<file path="config.mk">
export PLATFORM = sky130hd
export DESIGN_NAME = sobel_pipe
export DESIGN_NICKNAME = d
export VERILOG_FILES = /design/src/rtl/sobel_pipe.sv
export SDC_FILE = /design/constraint.sdc
export NUM_CORES = 1
export LEC_CHECK = 0
export CELL_PAD_IN_SITES_DETAIL_PLACEMENT = 0
export CELL_PAD_IN_SITES_GLOBAL_PLACEMENT = 1
export CORE_MARGIN = 2
export CORE_UTILIZATION = 47
export CTS_CLUSTER_DIAMETER = 100
export DETAILED_ROUTE_END_ITERATION = 8
export HOLD_SLACK_MARGIN = 0.15
export MAX_ROUTING_LAYER = met4
export PLACE_DENSITY_LB_ADDON = 0.1
export SLEW_MARGIN = 20
export SYNTH_ARGS = -nofsm -noshare
export SYNTH_HDL_FRONTEND = slang
export SYNTH_SLANG_ARGS = --single-unit
</file>
<file path="constraint.sdc">
create_clock -name clk -period 9.6 [get_ports clk]
set_input_delay 0.96 -clock clk [delete_from_list [all_inputs] [get_ports clk]]
set_output_delay 0.96 -clock clk [all_outputs]
set_load 0.05 [all_outputs]
</file>
<file path="src/rtl/sobel_pipe.sv">
// Three-stage Sobel edge operator with valid/ready flow control.
// Each beat carries one 3x3 neighbourhood plus its centre coordinate.
module sobel_pipe #(
  parameter int unsigned PIX_W      = 8,
  parameter int unsigned MAX_ROW    = 480,
  parameter int unsigned MAX_COL    = 640,
  parameter int unsigned ROW_W      = 10,
  parameter int unsigned COL_W      = 10,
  parameter int unsigned BORDER_VAL = 0
) (
  input  logic               clk,
  input  logic               reset,
  input  logic               in_valid,
  output logic               in_ready,
  input  logic [ROW_W-1:0]   row,
  input  logic [COL_W-1:0]   col,
  input  logic [8*PIX_W-1:0] in_pixels,
  input  logic [1:0]         mode,
  input  logic [PIX_W+2:0]   threshold,
  output logic               out_valid,
  input  logic               out_ready,
  output logic [PIX_W-1:0]   out_pix,
  output logic [ROW_W-1:0]   out_row,
  output logic [COL_W-1:0]   out_col
);

  localparam int unsigned SUM_W = PIX_W + 2;
  localparam int unsigned MAG_W = PIX_W + 3;
  localparam logic [ROW_W-1:0] LAST_ROW   = ROW_W'(MAX_ROW - 1);
  localparam logic [COL_W-1:0] LAST_COL   = COL_W'(MAX_COL - 1);
  localparam logic [PIX_W-1:0] BORDER_PIX = PIX_W'(BORDER_VAL);
  localparam logic [PIX_W-1:0] PIX_MAX    = '1;
  localparam logic [MAG_W-1:0] MAG_SAT    = MAG_W'(PIX_MAX);

  // Single global enable: every stage moves only when the output slot frees up
  logic adv;
  assign adv      = ~out_valid | out_ready;
  assign in_ready = adv;

  logic [PIX_W-1:0] tl, t, tr, ml, mr, bl, b, br;
  assign tl = in_pixels[8*PIX_W-1 -: PIX_W];
  assign t  = in_pixels[7*PIX_W-1 -: PIX_W];
  assign tr = in_pixels[6*PIX_W-1 -: PIX_W];
  assign ml = in_pixels[5*PIX_W-1 -: PIX_W];
  assign mr = in_pixels[4*PIX_W-1 -: PIX_W];
  assign bl = in_pixels[3*PIX_W-1 -: PIX_W];
  assign b  = in_pixels[2*PIX_W-1 -: PIX_W];
  assign br = in_pixels[1*PIX_W-1 -: PIX_W];

  logic             s1_valid, s1_edge;
  logic [SUM_W-1:0] s1_px, s1_nx, s1_py, s1_ny;
  logic [1:0]       s1_mode;
  logic [MAG_W-1:0] s1_thr;
  logic [ROW_W-1:0] s1_row;
  logic [COL_W-1:0] s1_col;

  // S1: weighted column/row sums and border flag
  always_ff @(posedge clk or posedge reset) begin
    if (reset) begin
      s1_valid <= 1'b0;
      s1_edge  <= 1'b0;
      s1_px    <= '0;
      s1_nx    <= '0;
      s1_py    <= '0;
      s1_ny    <= '0;
      s1_mode  <= '0;
      s1_thr   <= '0;
      s1_row   <= '0;
      s1_col   <= '0;
    end else if (adv) begin
      s1_valid <= in_valid;
      if (in_valid) begin
        s1_px   <= SUM_W'(tr) + (SUM_W'(mr) << 1) + SUM_W'(br);
        s1_nx   <= SUM_W'(tl) + (SUM_W'(ml) << 1) + SUM_W'(bl);
        s1_py   <= SUM_W'(bl) + (SUM_W'(b)  << 1) + SUM_W'(br);
        s1_ny   <= SUM_W'(tl) + (SUM_W'(t)  << 1) + SUM_W'(tr);
        s1_edge <= (row == '0) | (row == LAST_ROW) | (col == '0) | (col == LAST_COL);
        s1_mode <= mode;
        s1_thr  <= threshold;
        s1_row  <= row;
        s1_col  <= col;
      end
    end
  end

  logic [SUM_W-1:0] gx, gy;
  logic [MAG_W-1:0] mag_c;
  assign gx    = (s1_px >= s1_nx) ? (s1_px - s1_nx) : (s1_nx - s1_px);
  assign gy    = (s1_py >= s1_ny) ? (s1_py - s1_ny) : (s1_ny - s1_py);
  assign mag_c = MAG_W'(gx) + MAG_W'(gy);

  logic             s2_valid, s2_edge;
  logic [MAG_W-1:0] s2_mag, s2_thr;
  logic [1:0]       s2_mode;
  logic [ROW_W-1:0] s2_row;
  logic [COL_W-1:0] s2_col;

  // S2: L1 gradient magnitude
  always_ff @(posedge clk or posedge reset) begin
    if (reset) begin
      s2_valid <= 1'b0;
      s2_edge  <= 1'b0;
      s2_mag   <= '0;
      s2_thr   <= '0;
      s2_mode  <= '0;
      s2_row   <= '0;
      s2_col   <= '0;
    end else if (adv) begin
      s2_valid <= s1_valid;
      if (s1_valid) begin
        s2_mag  <= mag_c;
        s2_edge <= s1_edge;
        s2_thr  <= s1_thr;
        s2_mode <= s1_mode;
        s2_row  <= s1_row;
        s2_col  <= s1_col;
      end
    end
  end

  logic [PIX_W-1:0] pix_c;
  logic             above;
  assign above = s2_mag > s2_thr;

  // S3 output mapping; mode 3 falls through to binary
  always_comb begin
    pix_c = '0;
    if (s2_edge) begin
      pix_c = BORDER_PIX;
    end else begin
      case (s2_mode)
        2'd1:    pix_c = (s2_mag > MAG_SAT) ? PIX_MAX : s2_mag[PIX_W-1:0];
        2'd2:    pix_c = above ? '0 : PIX_MAX;
        default: pix_c = above ? PIX_MAX : '0;
      endcase
    end
  end

  always_ff @(posedge clk or posedge reset) begin
    if (reset) begin
      out_valid <= 1'b0;
      out_pix   <= '0;
      out_row   <= '0;
      out_col   <= '0;
    end else if (adv) begin
      out_valid <= s2_valid;
      if (s2_valid) begin
        out_pix <= pix_c;
        out_row <= s2_row;
        out_col <= s2_col;
      end
    end
  end

endmodule
</file>
Word level (Yosys, flattened, before mapping)

Index checks and enable logic that the tools add are counted.
W data, S select, Z words.

Register bits after elaboration: 150
Latch bits: 0
Output and inout port bits: 30
ROM bits: 0
Bits of input ports: 101
Bits in writable memories: 0
Memories kept: 0

Bitwise logic cells: 5
Shift-type cells: 0
Add/sub/neg operators: 13
Div/mod/pow operators: 0
$lt $le $gt $ge: 4
Equality and inequality tests: 4
Multipliers: 0
Reduce and logical (&&, ||, !) cells: 5
Multiplexer cells: 7

Operators with widths:

| operator               | number |
|---|---|
| $add A10 B8 Y10        | 4 |
| $add A8 B9 Y10         | 4 |
| $sub A10 B10 Y10       | 4 |
| $mux W8                | 4 |
| $ge A10 B10 Y1         | 2 |
| $logic_not A10 Y1      | 2 |
| $mux W10               | 2 |
| $pmux W8 S2            | 1 |
| $add A10 B10 Y11       | 1 |
| $gt A11 B11 Y1         | 1 |
| $gt A11 B8 Y1 const B  | 1 |
| $eq A10 B10 Y1 const B | 1 |
| $eq A10 B9 Y1 const B  | 1 |
| $reduce_and A2 Y1      | 3 |
| $or A1 B1 Y1           | 4 |
| $eq A2 B1 Y1 const B   | 1 |
| $eq A2 B2 Y1 const B   | 1 |
| $not A1 Y1             | 1 |

Longest topological paths before layout

Gate-level depths: netlist (run 1).

Depth after elaboration: 4
Gate-level depth with buffers: 18
Depth with buffers taken out: 17

Least setup slack after synthesis (run 1)

Ideal clock, no wire load.

Kind: reg2reg
Start point: register s1_px[0]
End point: register s2_mag[6]
Data required time: 9.504 ns
Data arrival time: 3.399 ns
Period minus slack after synthesis: 3.495 ns
Slack: 6.105 ns
Buffers on the path: 1
Cell stages (with the launch flop): 19
Setup time: 0.096 ns
Cell sequence: dfrtp_1 -> inv_1 -> ha_1 -> inv_1 -> fa_1 -> a21o_1 -> a21oi_2 -> a21oi_2 -> o221ai_2 -> buf_6 -> mux2i_1 -> xnor2_1 -> ha_1 -> nor2b_1 -> o21a_1 -> o21a_1 -> o21a_1 -> o21a_1 -> o31ai_1

Longest elaborated chain between the ends: 3
Elaborated cells on any way between the ends: 5

Ends and longest elaborated chain:

| item                                                      | RTL line | source |
|---|---|---|
| start: declaration                                        | 51       | `logic [SUM_W-1:0] s1_px, s1_nx, s1_py, s1_ny;` |
| start signal: assignment                                  | 73       | `s1_px <= SUM_W'(tr) + (SUM_W'(mr) << 1) + SUM_W'(br);` |
| $sub A10 B10 Y10 / $ge A10 B10 Y1 (equally long branches) | 88       | `assign gx = (s1_px >= s1_nx) ? (s1_px - s1_nx) : (s1_nx - s1_px);` |
| $mux W10 (*)                                              | 88       |  |
| $add A10 B10 Y11 (*)                                      | 90       | `assign mag_c = MAG_W'(gx) + MAG_W'(gy);` |
| end signal: assignment                                    | 111      | `s2_mag <= mag_c;` |
| end: declaration                                          | 93       | `logic [MAG_W-1:0] s2_mag, s2_thr;` |

Every way passes the cells marked *; elsewhere a longest branch is shown, timed or not.
A chain may end at the register's enable or synchronous reset.

Final worst setup path (run 1)

Ends and elaborated chain as after synthesis.

==> flow_summary.toml, run 1 <==
[grt]
grt_overflow = 0
track_usage = 0.217
grt_pass1_wl_um = 37000
grt_max_degree = 87
first_global_vias = 7582
antenna_found_initial = 0

[sta]
worst_slew_pin_slew_ps = 882
fin_crit_ps = 4110
final-setup-viol-count = 0
grt_setup_unrepaired = "no"
finalMaxSlewViolations = 0
hold_viol_final = 0
hold_ws_ps = 473
fmax_mhz = 243
finalSetupTns_ps = 0
finClkSkew_ps = 12.7
period_share = 0.428
slew_headroom = 0.412

[yosys]
synthFlopType = "dfrtp_1"
synth_common_cells = "181 x nand2_1, 150 x dfrtp_1, 97 x ha_1"
synth_edf_count = 0
synthArstFlopShare = 1.00
ys_top_cells_by_area = "dfrtp_1 38%, ha_1 12%, fa_1 7.5%"
syn_avg_cell_area_um2 = 9.76
yosysWarnings = 0
yosysMostFrequentCell = "nand2_1"
yosysTopAreaCell = "dfrtp_1"
synth_cell_types = 60
synthCells = 1015
yosysSeqAreaShare = 0.379
syn-num-nets = 1250
synthesis.area_um2 = 9900
ys_seq_elements = 150
synth_top_area_frac = 0.379

[hold_path]
hold_path_depth = 2
hold_class = "reg2reg"

[final_layout]
nets = 1366
regArea_um2 = 3750
syn_to_final_growth_pct = 21.3
n_fill_cell = 1917
diodes = 0
multi_input_area_um2 = 5610
fin_util = 0.577
layout-drive-gt1-share = 0.0848

[cts]
clk_pin_slew_worst_paths_ps = 70
cts-hold-fix-buffers = 0
max-clock-path-buffers = 2
cts_sinks = 150
root_buffer = "clkbuf_16"
cts_tree = "built"
htreeDepth = 4
cts_setup_buffers = 0
insertion_delay_ps = 430
cts_buffers = 17
cts-resized-gates = 0

[floorplanning]
chipHeight_um = 149
row_count = 53
ios = 131
coreArea_um2 = 20800
dieWidth_um = 149
die_area_um2 = 22300
start_util = 0.476

[route]
routed-via-count = 7351
drc = 0
wire_per_inst_um = 15.5
dr.pass1.iters = 4
drtAntennaViolNets = 0
drtIter0Drc = 349
wl_um = 22000
via_per_inst = 5.18

[pwr]
p_sw_w = 0.00212
power_frac_seq = 0.222
p_int_w = 0.00257
p_comb_frac = 0.632
swShare = 0.452
p_per_area_nw_per_um2 = 390
power_frac_clock = 0.145
power_w = 0.00469
ir_drop_uv = 187
leakagePower_nw = 5.63

[critical_path]
critPathCaptureType = "register"
critPathMaxFanout = 9
cp.arrival_ps = 4430
critPathKind = "reg2reg"
start_kind = "register"
ff2ff_path_depth = 17
required_ps = 9920
r2r_slack_ps = 5490

[flow_run]
maxCapViolCount = 0

[place]
routabilityCongestion = 0.929
io_buffers = 130
place_hpwl_um = 16600

[status]
status = "finished, final reports clean"
-- registers in the layout, indices dropped and copies added, names as in the netlist --
register	flops
s1_col	10
s1_edge	1
s1_nx	10
s1_thr	11
out_pix	8
s2_mode	2
s1_ny	10
s2_edge	1
s2_valid	1
s2_thr	11
s1_px	10
s1_valid	1
s1_mode	2
s2_row	10
out_valid	1
s2_col	10
out_col	10
s1_py	10
s2_mag	11
out_row	10
s1_row	10
-- layout make-up --
| cell class | count | share of cell area |
|---|---|---|
| repair buffers | 135 | 0.111 |
| well taps | 275 | 0.0286 |
| inverters | 95 | 0.0301 |
| clock inverters | 15 | 0.0148 |
| flip-flops and latches | 150 | 0.313 |
| clock buffers | 17 | 0.0354 |
| multi-input cells | 732 | 0.467 |
-- critical path: stages (launching register included) --
cell and delay [ps]:
dfrtp_1 380, inv_1 80, ha_1 180, inv_1 70, fa_1 380, a21o_1 190, a21oi_2 240, a21oi_2 90
o221ai_2 560, mux2i_1 300, xnor2_1 90, ha_1 340, nor2b_1 150, o21a_1 180, o21a_1 200, o21a_1 190
o21a_1 170, o31ai_1 210
-- path summary, 6_finish.rpt --
path                            from   endpoint
max                         s1_px[0]  s2_mag[6]
min                        s1_col[4]  s1_col[4]
max reg2reg                 s1_px[0]  s2_mag[6]
min reg2reg                s1_col[4]  s1_col[4]
max in group asynchronous      reset  s2_mag[6]
min in group asynchronous      reset  s1_thr[9]
-- stage by stage --
| step | area, µm² | cells | worst slack, ps |
|---|---|---|---|
| finish | 12000 | 1419 | 5490 |
| global route | 12000 | 1419 | 5130 |
| CTS | 12000 | 1419 | 5490 |
| detailed placement | 11400 | 1387 | 5520 |
| global placement | 11400 | 1387 | 5640 |
| floorplan | 9900 | 1015 | 4600 |
-- power by group through the flow --
stage / sequential [W] / combinational, W / clock [W]
after floorplan: 0.00121 / 0.00212 / 0
after global placement: 0.00105 / 0.00291 / 0
after detailed placement: 0.00106 / 0.00295 / 0
after CTS: 0.00105 / 0.00297 / 0.000698
after global routing: 0.00108 / 0.00334 / 0.000726
final: 0.00104 / 0.00296 / 0.000682
-- cells in the final DEF (no fill, tap or decap), drive strengths merged, types with 7 or more instances in the layout --
cell / Yosys / final
or3: 11 / 11
inv: 95 / 104
fa: 37 / 37
nand2: 181 / 181
ha: 97 / 97
xnor2: 20 / 20
clkdlybuf4s50: 0 / 130
dfrtp: 150 / 150
mux2i: 17 / 17
nor2: 22 / 22
xor2: 12 / 12
clkbuf: 15 / 17
a22o: 8 / 8
a21o: 17 / 17
nor3: 13 / 13
o21ai: 82 / 82
nand4: 9 / 9
o21a: 17 / 17
mux2: 44 / 44
o31ai: 7 / 7
a31oi: 8 / 8
a21oi: 50 / 50
nor2b: 8 / 8
-- cell families (layout without fill, tap and decap cells) --
kind of cell,count (synthesis),in the layout,share of synthesized area
AOI/OAI and AO/OA,223,223,0.144
xor gates and xnor gates,32,32,0.0283
adders and majority gates,134,134,0.197
buffers and inverters,133,262,0.0551
DFF,150,150,0.379
muxes,61,61,0.0680
and+or+nand+nor,282,282,0.128
-- metal layers --
layer | track usage | vias up | wire [µm] | part of all wire
met1 | 0.268 | 3488 | 10100 | 0.46
met3 | 0.0352 | 14 | 607 | 0.028
met5 | - | - | 0 | 0
li1 | - | 3724 | - | -
met4 | 0.0510 | 0 | 199 | 0.0090
met2 | 0.373 | 125 | 11100 | 0.50
(Power assumes the default switching activity.)
==> run 2: changes to the inputs <==
--- a/config.mk
+++ b/config.mk
@@ -8,7 +8,7 @@
 export CELL_PAD_IN_SITES_DETAIL_PLACEMENT = 0
 export CELL_PAD_IN_SITES_GLOBAL_PLACEMENT = 1
 export CORE_MARGIN = 2
-export CORE_UTILIZATION = 47
+export CORE_UTILIZATION = 44
 export CTS_CLUSTER_DIAMETER = 100
 export DETAILED_ROUTE_END_ITERATION = 8
 export HOLD_SLACK_MARGIN = 0.15
==> constraint.sdc (replaced) <==
create_clock -name clk -period 4.17 [get_ports clk]
set_input_delay 0.417 -clock clk [delete_from_list [all_inputs] [get_ports clk]]
set_output_delay 0.417 -clock clk [all_outputs]
set_load 0.05 [all_outputs]
==> flow_summary.toml, run 2 (synthesized netlist as in run 1, its figures left out) <==
[status]
status = "finished, final reports clean"

[final_layout]
final_common_cell = "nand2_1"
syn_to_final_growth_pct = 21.9
nets = 1371
diodes = 0
top_regs = "s1_thr: 11 flops, s2_mag: 11 flops, s2_thr: 11 flops"
layout-drive-gt1-share = 0.0871
final_cell_mix = "180 x nand2_1, 150 x dfrtp_1, 130 x clkdlybuf4s50_1, 97 x ha_1, 93 x inv_1"
n_fill_cell = 1987

[sta]
grt_setup_unrepaired = "no"
worst_slew_pin_slew_ps = 991
final.setup.worst_slack_ps = 326
period_share = 0.922
fmax_mhz = 260
slew_headroom = 0.337
finalMaxSlewViolations = 0
hold_viol_final = 0
finClkSkew_ps = 11.0
final-setup-viol-count = 0
fin_crit_ps = 3840
hold_ws_ps = 439
finalSetupTns_ps = 0

[pwr]
p_per_area_nw_per_um2 = 890
p_comb_frac = 0.636
p_int_w = 0.00592
leakagePower_nw = 5.65
ir_drop_uv = 462
swShare = 0.448
p_sw_w = 0.00481
power_frac_seq = 0.223
power_frac_clock = 0.141

[floorplanning]
chipHeight_um = 154
row_count = 54
start_util = 0.451
coreArea_um2 = 22000
dieWidth_um = 154
ios = 131
die_area_um2 = 23700

[place]
io_buffers = 130
pre_cts_ws_ps = 256
routabilityCongestion = 0.871
place_hpwl_um = 17300

[route]
wl_met2_um = 10700
dr.pass1.iters = 4
route.met3.wl_um = 642
wl_um = 22300
drc = 0
wire_per_inst_um = 15.6
highest_layer = "met4"
routed-via-count = 7323
via_per_inst = 5.13
drtAntennaViolNets = 0
drtIter0Drc = 303
wl_met1_um = 10600

[critical_path]
cp.arrival_ps = 4140
required_ps = 4470
critPathKind = "reg2reg"
critPathMaxFanout = 7
start_kind = "register"
critPathCaptureType = "register"

[cts]
insertion_delay_ps = 430
htreeDepth = 4
max-clock-path-buffers = 2
root_buffer = "clkbuf_16"
clk_pin_slew_worst_paths_ps = 60
cts_tree = "built"
cts_sinks = 150
cts_buffers = 17

[hold_path]
hold_class = "in2async"

[grt]
antenna_found_initial = 0
grt_max_degree = 58
grt_overflow = 0
first_global_vias = 7439
track_usage = 0.203
grt_pass1_wl_um = 37100

[flow_run]
maxCapViolCount = 0
==> run 2: power groups by stage <==
stage	registers, W	logic, W	clock network, W
floorplan	0.00279	0.00488	0
global placement	0.00241	0.00678	0
detailed placement	0.00243	0.00681	0
CTS	0.00240	0.00686	0.00154
global route	0.00247	0.00769	0.00161
finish	0.00239	0.00683	0.00151
==> run 2: critical path: stages, from the launching register on <==
cell and delay [ps]:
dfrtp_1 380, inv_1 80, ha_1 180, inv_1 60, fa_1 380, a21o_1 190
a21oi_2 210, a21oi_2 100, o221ai_4 240, buf_4 220, mux2i_1 230, xor2_1 210
ha_1 330, a2111o_1 440, o22a_1 220, a21oi_1 140, o21ai_0 100
==> run 2: timing repair <==
item                       CTS  global route
resized for setup            0             2
hold buffers                 0             0
buffers inserted             0             0
setup endpoints to repair    0             2
==> run 2: stage by stage <==
| step | area, µm² | util | power [W] | cells |
|---|---|---|---|---|
| 3_3_place_gp | 11500 | 0.523 | 0.00918 | 1397 |
| 4_1_cts | 12100 | 0.549 | 0.0108 | 1428 |
| 3_5_place_dp | 11500 | 0.523 | 0.00924 | 1397 |
| 2_1_floorplan | 9910 | - | 0.00767 | 1015 |
| 6_report | 12100 | 0.550 | 0.0107 | 1428 |
| 5_1_grt | 12100 | 0.550 | 0.0118 | 1428 |
==> run 2: area by class of cell <==
class                   instances  area (µm²)  share of cell area
repair buffers                140        1410               0.117
multi-input cells             732        5620               0.466
flip-flops and latches        150        3750               0.311
well taps                     280         350              0.0290
clock inverters                14         144              0.0119
clock buffers                  17         425              0.0352
inverters                      95         360              0.0299
==> run 2: worst paths after layout <==
check / slack (ps) / end / startpoint / cells after the start
setup reg to reg: 330 / s2_mag[10] / s1_px[0] / 16
max in group asynchronous: 2920 / s1_row[3] / reset / 3
hold / removal: 440 / out_pix[7] / reset / 2
setup / recovery: 330 / s2_mag[10] / s1_px[0] / 16
hold reg to reg: 480 / s1_row[6] / s1_row[6] / 2
min in group clk: 480 / s1_row[6] / s1_row[6] / 2
==> run 2: per-layer routing <==
| layer | track usage | vias up |
|---|---|---|
| li1 | - | 3717 |
| met1 | 0.260 | 3440 |
| met2 | 0.335 | 137 |
| met3 | 0.0276 | 29 |
| met4 | 0.0636 | 0 |
| met5 | - | - |
==> RTL change (settings of run 2) <==
`MAX_ROW`: 480 -> 240.
--- a/src/rtl/sobel_pipe.sv
+++ b/src/rtl/sobel_pipe.sv
@@ -4,3 +4,3 @@
   parameter int unsigned PIX_W      = 8,
-  parameter int unsigned MAX_ROW    = 480,
+  parameter int unsigned MAX_ROW    = 240,
   parameter int unsigned MAX_COL    = 640,
Formal check against the unedited RTL: not equivalent (a bounded check fails within 4 cycles, from zero or initial values and one cycle with reset high).
==> RTL change against run 2 <==
Final area is 0.29% higher; sequential cell count stayed put; total power is 1.5% higher; wire length is 0.27% higher; via count is 0.14% lower; synthesized area is 0.14% higher; global-route usage hardly changed; maximum frequency is 0.76% lower; first-iteration DRC count is 0.33% lower; setup slack worse by 29 ps; critical endpoint is now s2_mag[6]; largest power group unchanged; highest routed layer unchanged.
==> RTL change: results (changes against run 2) <==
| Metric | Value |
|---|---|
| Reg-to-reg slack, setup | 300 ps (was 330 ps) |
| Post-synthesis mux area share | 6.79% (was 6.80%) |
| Register area share after synthesis | 37.8% (was 37.9%) |
| Commonest cells in the synthesized netlist | nand2_1, dfrtp_1, ha_1, inv_1, o21ai_0 (unchanged) |
| Clock root buffer master | clkbuf_16 (unchanged) |
| Worst r2r src | s1_py[0] (was s1_px[0]) |
| Uppermost layer routed | met4 (unchanged) |
| Share of cells above drive strength 1 | 9.05% (was 8.71%) |
| Area contributors post-synth | dfrtp_1, ha_1, fa_1 (unchanged) |
| Post-DP HPWL | 17,300 um (about the same) |
| Hold_ws | 462 ps (was 439 ps) |
| Synth Area in Compound Gates | 14.5% (was 14.4%) |
| M2 GR Usage | 33.3% (was 33.5%) |
| Netlist cell types | 60 (unchanged) |
| XOR/XNOR Fraction of Synth Area | 2.83% (about the same) |
| Grt met1 use | 26.3% (was 26.0%) |
| Max Root-Sink Buffers | 2 (unchanged) |
| Routed wl met2 | 10,800 um (was 10,700 um) |
| Nets | 1,371 (unchanged) |
| Lkg Pwr | 0.00567 uW (was 0.00565 uW) |
| Met3 WL post-DR | 573 um (was 642 um) |
| Syn nets | 1,250 (unchanged) |
| GR Util met3 | 3.41% (was 2.76%) |
| Htree depth | 4 (unchanged) |
| Pre-antenna DRT Iters | 4 (unchanged) |
| Initial DRC count | 302 (was 303) |
| Top Registers | s1_thr: 11 flops, s2_mag: 11 flops, s2_thr: 11 flops (unchanged) |
| Adder and majority gate portion of the synthesized area | 19.7% (about the same) |
| Vias/cell | 5.12 (was 5.13) |
| All-Layer GR Usage | 20.3% (about the same) |
| Worst-margin pin slew | 1030 ps (was 991 ps) |
| Met1 WL | 10,600 um (about the same) |
| R2r worst-path depth | 17 (was 16) |
| Crit path arrival time | 4190 ps (was 4140 ps) |
| Max IR drop VDD | 0.559 mV (was 0.462 mV) |
| Critical Path Max Stage Delay | 440 ps (about the same) |
| Worst setup startpoint | s1_py[0] (was s1_px[0]) |
| Ys async rst share | 100% (unchanged) |
| Antenna violations before repair | 0 (unchanged) |
| FF-to-FF End | s2_mag[6] (was s2_mag[10]) |
| Largest net degree at the start of global routing | 98 (was 58) |
| Drt wl/cell | 15.6 um (about the same) |
| First-pass GRT wire length | 37,300 um (was 37,100 um) |
| I/O Buffers | 130 (unchanged) |
| CP max-delay cell | o221ai_2 (was a2111o_1) |
| Yosys warns | 0 (unchanged) |
| Status | complete, no violations (unchanged) |
| Layout Skew | 11.0 ps (about the same) |
| Hold crit path type | in -> async (unchanged) |
| Vias in the first global route | 7,390 (was 7,439) |
| Routability congestion estimate | 0.818 (was 0.871) |
| Cell Area, Placed | 0.0115 mm^2 (about the same) |
| Post-CTS Setup Inserts | 0 (unchanged) |
| P_int | 5990 uW (was 5920 uW) |
| Clk_lat worst skew | approximately 420 ps |
[RTL change: cell count changes after synthesis, sizes merged]
| cell | delta |
|---|---|
| buf | +3 |
| nor2 | -1 |
| o21ai | +1 |
| nor4 | -1 |
| nor3 | +1 |
| nand4 | -1 |
| nand3 | +1 |
| clkbuf | -3 |
[RTL change: cell families after synthesis]
group                    Yosys count
AO/OA/AOI/OAI                    224
XOR/XNOR                          32
adder cells (fa/ha/maj)          134
buffers and inverters            133
flip-flops                       150
multiplexers                      61
AND/OR/NAND/NOR                  281
[RTL change: critical path: cells and delay by family, from the launching register on]
kind	cells	cell delay (ps)
muxes	1	270
DFF	1	380
and+or+nand+nor	1	140
AOI/OAI and AO/OA	9	1860
xor gates and xnor gates	1	150
buffers and inverters	2	140
adders and majority gates	3	830
[RTL change: what timing repair did]
action                     CTS  global route
hold buffers                 0             0
setup endpoints to repair    0             2
resized for setup            0             3
[RTL change: worst max path at each step]
stage,end,slack [ps]
final,s2_mag[6],300
after global routing,s2_mag[7],20
after global placement,s2_mag[6],360
after CTS,s2_mag[6],250
after detailed placement,s2_mag[6],300
after floorplan,s2_mag[6],700
[RTL change: cell type report]
type                    count  area, um^2
well taps                 280         350
repair buffers            140        1400
flip-flops and latches    150        3750
inverters                  95         360
clock inverters            15         179
multi-input cells         732        5630
clock buffers              17         425
fillers                  2019        9850
[RTL change: power by group through the flow]
stage                     sequential, uW  combinational, uW  clock [uW]
after floorplan                     2790               4900           0
after global placement              2420               6790           0
after detailed placement            2440               6850           0
after CTS                           2410               6900        1600
after global routing                2480               7770        1680
final                               2400               6930        1570
[RTL change: through the flow]
stage                     std cells  util [%]
after floorplan                1015         -
after global placement         1397      52.3
after detailed placement       1397      52.3
after CTS                      1429      55.0
after global routing           1429      55.1
final                          1429      55.1
